## config.mk

```make
export PLATFORM = sky130hd
export DESIGN_NAME = alu_arbiter
export DESIGN_NICKNAME = d
export VERILOG_FILES = /design/src/rtl/alu_arbiter.sv
export SDC_FILE = /design/constraint.sdc
export NUM_CORES = 1
export LEC_CHECK = 0
export CORE_ASPECT_RATIO = 1.2
export CORE_MARGIN = 2
export CORE_UTILIZATION = 40
export CTS_CLUSTER_SIZE = 8
export DETAILED_ROUTE_END_ITERATION = 10
export PLACE_DENSITY = 0.81
export RECOVER_POWER = 25
export SYNTH_ARGS = -nofsm -noshare
export SYNTH_HDL_FRONTEND = slang
export SYNTH_SLANG_ARGS = --single-unit
```

## constraint.sdc

```tcl
create_clock -name clk -period 2.4 [get_ports clk]
set_input_delay 0.48 -clock clk [delete_from_list [all_inputs] [get_ports clk]]
set_output_delay 0.48 -clock clk [all_outputs]
set_load 0.02 [all_outputs]
```

## src/rtl/alu_arbiter.sv

```systemverilog
// Round-robin arbiter and sequencer for two requesters sharing one registered ALU.
// One operation in flight; the result is held on the owner's response channel until accepted.
module alu_arbiter #(
    parameter int unsigned NUMBITS     = 16,
    parameter int unsigned ALU_LATENCY = 1
) (
    input  logic               clk,
    input  logic               reset,
    input  logic [1:0]         i_req_valid,
    output logic [1:0]         o_req_ready,
    input  logic [NUMBITS-1:0] i_req_a0,
    input  logic [NUMBITS-1:0] i_req_b0,
    input  logic [2:0]         i_req_op0,
    input  logic [NUMBITS-1:0] i_req_a1,
    input  logic [NUMBITS-1:0] i_req_b1,
    input  logic [2:0]         i_req_op1,
    output logic [1:0]         o_resp_valid,
    input  logic [1:0]         i_resp_ready,
    output logic [NUMBITS-1:0] o_resp_result,
    output logic               o_resp_carry,
    output logic               o_resp_overflow,
    output logic               o_resp_zero,
    output logic [NUMBITS-1:0] o_alu_a,
    output logic [NUMBITS-1:0] o_alu_b,
    output logic [2:0]         o_alu_opcode,
    input  logic [NUMBITS-1:0] i_alu_result,
    input  logic               i_alu_carryout,
    input  logic               i_alu_overflow,
    input  logic               i_alu_zero,
    output logic               o_busy
);

    typedef enum logic [1:0] {StIdle, StExec, StCapture, StResp} state_t;

    state_t             r_state;
    state_t             w_state_next;
    logic               r_rr_last;
    logic               r_owner;
    logic [3:0]         r_lat_cnt;
    logic [NUMBITS-1:0] r_alu_a;
    logic [NUMBITS-1:0] r_alu_b;
    logic [2:0]         r_alu_opcode;
    logic [NUMBITS-1:0] r_resp_result;
    logic               r_resp_carry;
    logic               r_resp_overflow;
    logic               r_resp_zero;

    logic               w_grant;
    logic               w_accept;
    logic               w_resp_fire;

    always_comb begin
        w_grant      = 1'b0;
        o_req_ready  = 2'b00;
        w_state_next = r_state;

        // On contention the requester that did not win last time goes next.
        if (i_req_valid == 2'b11) begin
            w_grant = ~r_rr_last;
        end else if (i_req_valid[1]) begin
            w_grant = 1'b1;
        end

        if (!reset && (r_state == StIdle) && (i_req_valid != 2'b00)) begin
            o_req_ready = w_grant ? 2'b10 : 2'b01;
        end

        w_accept    = (o_req_ready != 2'b00);
        w_resp_fire = (r_state == StResp) && i_resp_ready[r_owner];

        case (r_state)
            StIdle:    if (w_accept) w_state_next = StExec;
            StExec:    if (r_lat_cnt == 4'd1) w_state_next = StCapture;
            StCapture: w_state_next = StResp;
            StResp:    if (w_resp_fire) w_state_next = StIdle;
            default:   w_state_next = StIdle;
        endcase
    end

    always_ff @(posedge clk) begin
        if (reset) begin
            r_state         <= StIdle;
            r_rr_last       <= 1'b1;
            r_owner         <= 1'b0;
            r_lat_cnt       <= 4'd0;
            r_alu_a         <= '0;
            r_alu_b         <= '0;
            r_alu_opcode    <= 3'd0;
            r_resp_result   <= '0;
            r_resp_carry    <= 1'b0;
            r_resp_overflow <= 1'b0;
            r_resp_zero     <= 1'b0;
        end else begin
            r_state <= w_state_next;
            if (w_accept) begin
                r_alu_a      <= w_grant ? i_req_a1 : i_req_a0;
                r_alu_b      <= w_grant ? i_req_b1 : i_req_b0;
                r_alu_opcode <= w_grant ? i_req_op1 : i_req_op0;
                r_owner      <= w_grant;
                r_rr_last    <= w_grant;
                r_lat_cnt    <= 4'(ALU_LATENCY);
            end
            if (r_state == StExec) begin
                r_lat_cnt <= r_lat_cnt - 4'd1;
            end
            if (r_state == StCapture) begin
                r_resp_result   <= i_alu_result;
                r_resp_carry    <= i_alu_carryout;
                r_resp_overflow <= i_alu_overflow;
                r_resp_zero     <= i_alu_zero;
            end
        end
    end

    assign o_resp_valid    = (r_state == StResp) ? (r_owner ? 2'b10 : 2'b01) : 2'b00;
    assign o_busy          = (r_state != StIdle);
    assign o_alu_a         = r_alu_a;
    assign o_alu_b         = r_alu_b;
    assign o_alu_opcode    = r_alu_opcode;
    assign o_resp_result   = r_resp_result;
    assign o_resp_carry    = r_resp_carry;
    assign o_resp_overflow = r_resp_overflow;
    assign o_resp_zero     = r_resp_zero;

endmodule

```

==> summary.txt <==
Outcome
  • Run status: completed

Critical path
  • Worst reg2reg startpoint: r_state[0]
  • Cell mode on critical path: buf_4
  • Worst endpoint data arrival time: 1.71 ns
  • Required time worst endpoint: 1.92 ns
  • Reg2reg path depth: 5
  • Startpoint Class: flip-flop
  • CP Max Fanout: 6
  • Crit Path Category: flip-flop to primary output
  • Register-to-register path setup slack: 0.31 ns
  • Worst path cell trace: inv_1, ha_1, buf_4, and3b_1, and2_1, buf_4
  • RR Endpoint: o_resp_zero
  • Critical-path top delay cell: dfxtp_1
  • CP peak stage delay: 0.38 ns
  • Crit end category: primary output

Clock tree
  • Worst-path clk slew: 0.08 ns
  • Skew-Pair Late Insertion Delay: 0.34 ns
  • CTS Hold Bufs: 0
  • CTS tree: yes
  • Clock Root Buffer: clkbuf_8
  • H-tree levels: 3
  • CTS Buffer Depth: 2
  • Post-CTS setup buffers: 0
  • # clock sinks: 62
  • Total CTS buffers: 9

GRT
  • GR Util All Layers: 0.226
  • Initial antenna violation count: 0
  • First-pass GRT wire length: 14200 µm
  • Largest net degree at the start of global routing: 126
  • Vias in the first global route: 3019
  • Total grt overflow: 0

Power
  • Static Leak: 0.00159 µW
  • Clock share of power: 0.233
  • Internal: 2480 µW
  • Tot Pwr: 3950 µW
  • PwrDens: 848 mW/mm²
  • Max IR drop VDD: 0.000504 V
  • Comb pwr share: 0.427
  • Net Sw Power: 1470 µW
  • Reg power frac: 0.340
  • Switching share of power: 0.372

Hold path
  • Tightest Hold Check Type: input port to flip-flop
  • Hold path startpoint: reset
  • Hold Path Sink: r_owner
  • Hold path cells: 2

STA
  • Crit path time final: 2.19 ns
  • Count of final hold-check violations: 0
  • RSZ-0062 raised after global routing: no
  • Setup tns final: 0 ns
  • Final setup violation count: 0
  • Final period util: 0.913
  • Fmax: 456 MHz
  • Max-slew violations: 0
  • Worst slew margin: 0.119
  • Worst Clk Skew: 0.0110 ns
  • Setup ws final: 0.208 ns
  • Least-Margin Pin Slew: 1.32 ns

Die
  • Ports: 154
  • Die Span Y: 98.1 µm
  • Cell Rows: 34
  • Die Span X: 82.4 µm
  • Core area: 0.00719 mm²
  • Die ar.: 0.00808 mm²
  • Initial Utilization: 0.410

Detailed routing
  • Routed via count: 3077
  • Antenna viol nets, final: 0
  • Routed WL per cell: 16.5 µm
  • Post-Route WL: 9300 µm
  • Initial DRC count: 141
  • DRT Pass-1 Iters: 4
  • DRC: 0
  • Vias per cell: 5.47

Yosys
  • Mapped cell area: 0.00295 mm²
  • Cell with the most instances after synthesis: dfxtp_1
  • Ys async rst share: 0
  • Synth top area cells: dfxtp_1 (42%), nand4b_1 (10%), mux2i_1 (7.5%)
  • Top post-synthesis cells by count: dfxtp_1 (62), nand3_1 (36), a31oi_1 (35), nand4b_1 (35), o21ai_0 (33)
  • EDFF count, synth: 0
  • Dominant cell type by area after synthesis: dfxtp_1
  • Ys Warns: 0
  • Synth top area share: 0.421
  • Register area share after synthesis: 0.421
  • Synthesized net count: 431
  • Top FF cell, synth: dfxtp_1
  • Mapped Cells: 329
  • Syn Area/Cell: 8.96 µm²
  • Synth Register Bits: 62
  • Distinct cells, synth: 31

Final layout
  • Antenna cells: 0
  • Non-Filler Instances: 563
  • NumNets Final: 570
  • Layout cells sized above 1: 0.0655
  • Finished Core Util: 0.648
  • P&R area growth vs syn: 58.1%

Placement
  • IO Port Bufs: 153
  • DP HPWL: 6270 µm
  • Global placer's final weighted congestion: 0.765
  • Dpl cells: 547
  • Dpl ws: 0.0459 ns

Flow run
  • Max-cap violations: 0
## power by group through the flow
stage / Clock (µW) / Sequential [µW] / Combinational (µW)
2_1_floorplan: 0 / 1530 / 878
3_3_place_gp: 0 / 1350 / 1670
3_5_place_dp: 0 / 1360 / 1700
4_1_cts: 943 / 1340 / 1710
5_1_grt: 979 / 1370 / 1840
6_report: 921 / 1340 / 1690
## final cells by class
class,count,area (µm²)
clock buffers,9,124
clock inverters,7,73.8
fillers,606,2530
inverters,5,18.8
multi-input cells,225,1480
flip-flops and latches,62,1240
well taps,90,113
repair buffers,165,1610
## cell families after synthesis
| logic type | synth area share |
|---|---|
| flops | 0.421 |
| compound gates | 0.157 |
| buf+inv | 0.0759 |
| fa+ha+maj | 0.0297 |
| simple gates | 0.242 |
| mux | 0.0747 |
## repair_timing
item,4_1_cts,5_1_grt
pin swaps,0,0
endpoints found under the setup margin,1,1
cloned,0,0
endpoints found under the hold margin,0,0
gates resized for setup,1,1
## worst max-delay path: cells and delay by family, from the launching register on
family,cells,cell delay [ns]
buffers and inverters,3,0.41
and+or+nand+nor,2,0.36
DFF,1,0.38
adders and majority gates,1,0.22
## per-layer routing
layer,track usage,vias to the layer above,part of all wire
li1,-,1488,-
met1,0.261,1443,0.40
met5,0,-,0
met4,0.0949,0,0.021
met2,0.380,133,0.48
met3,0.0665,13,0.095
## worst max path at each step
stage | startpoint | to | slack (ns)
5_1_grt | r_state[0] | o_req_ready[0] | 0.10
3_3_place_gp | i_req_valid[1] | o_req_ready[1] | 0.05
2_1_floorplan | r_state[0] | o_req_ready[1] | 0.44
4_1_cts | r_state[0] | o_busy | 0.03
3_5_place_dp | i_req_valid[1] | o_req_ready[1] | 0.05
6_report | r_state[0] | o_req_ready[0] | 0.21
## state kept, by name, indices dropped and copies added (netlist names)
signal	count
o_alu_opcode	3
r_rr_last	1
o_resp_result	16
r_lat_cnt	4
o_resp_carry	1
o_alu_b	16
r_state	2
o_alu_a	16
o_resp_zero	1
r_owner	1
o_resp_overflow	1
## through the flow
step / hold slack (ns) / area, µm²
3_5_place_dp: 0.459 / 4480
4_1_cts: 0.365 / 4670
6_report: 0.377 / 4660
3_3_place_gp: 0.456 / 4480
5_1_grt: 0.389 / 4660
2_1_floorplan: 0.442 / 2950
## layout by cell type, fill, tap and decap left out, types with 2 or more instances in the layout
master	instances
a311oi_1	2
nor2_1	20
o21ai_0	33
nand4b_1	35
a21oi_1	4
clkbuf_8	9
nand2b_1	5
mux2i_1	22
a31oi_1	35
nand3_1	36
clkbuf_1	2
dfxtp_1	62
inv_1	5
and2_1	2
nand2_1	9
ha_1	7
clkdlybuf4s50_1	149
buf_4	11
clkinvlp_4	4
o21bai_1	3
nor2b_1	2
or2b_2	3
Note: power is estimated with default switching activity, not from simulation.
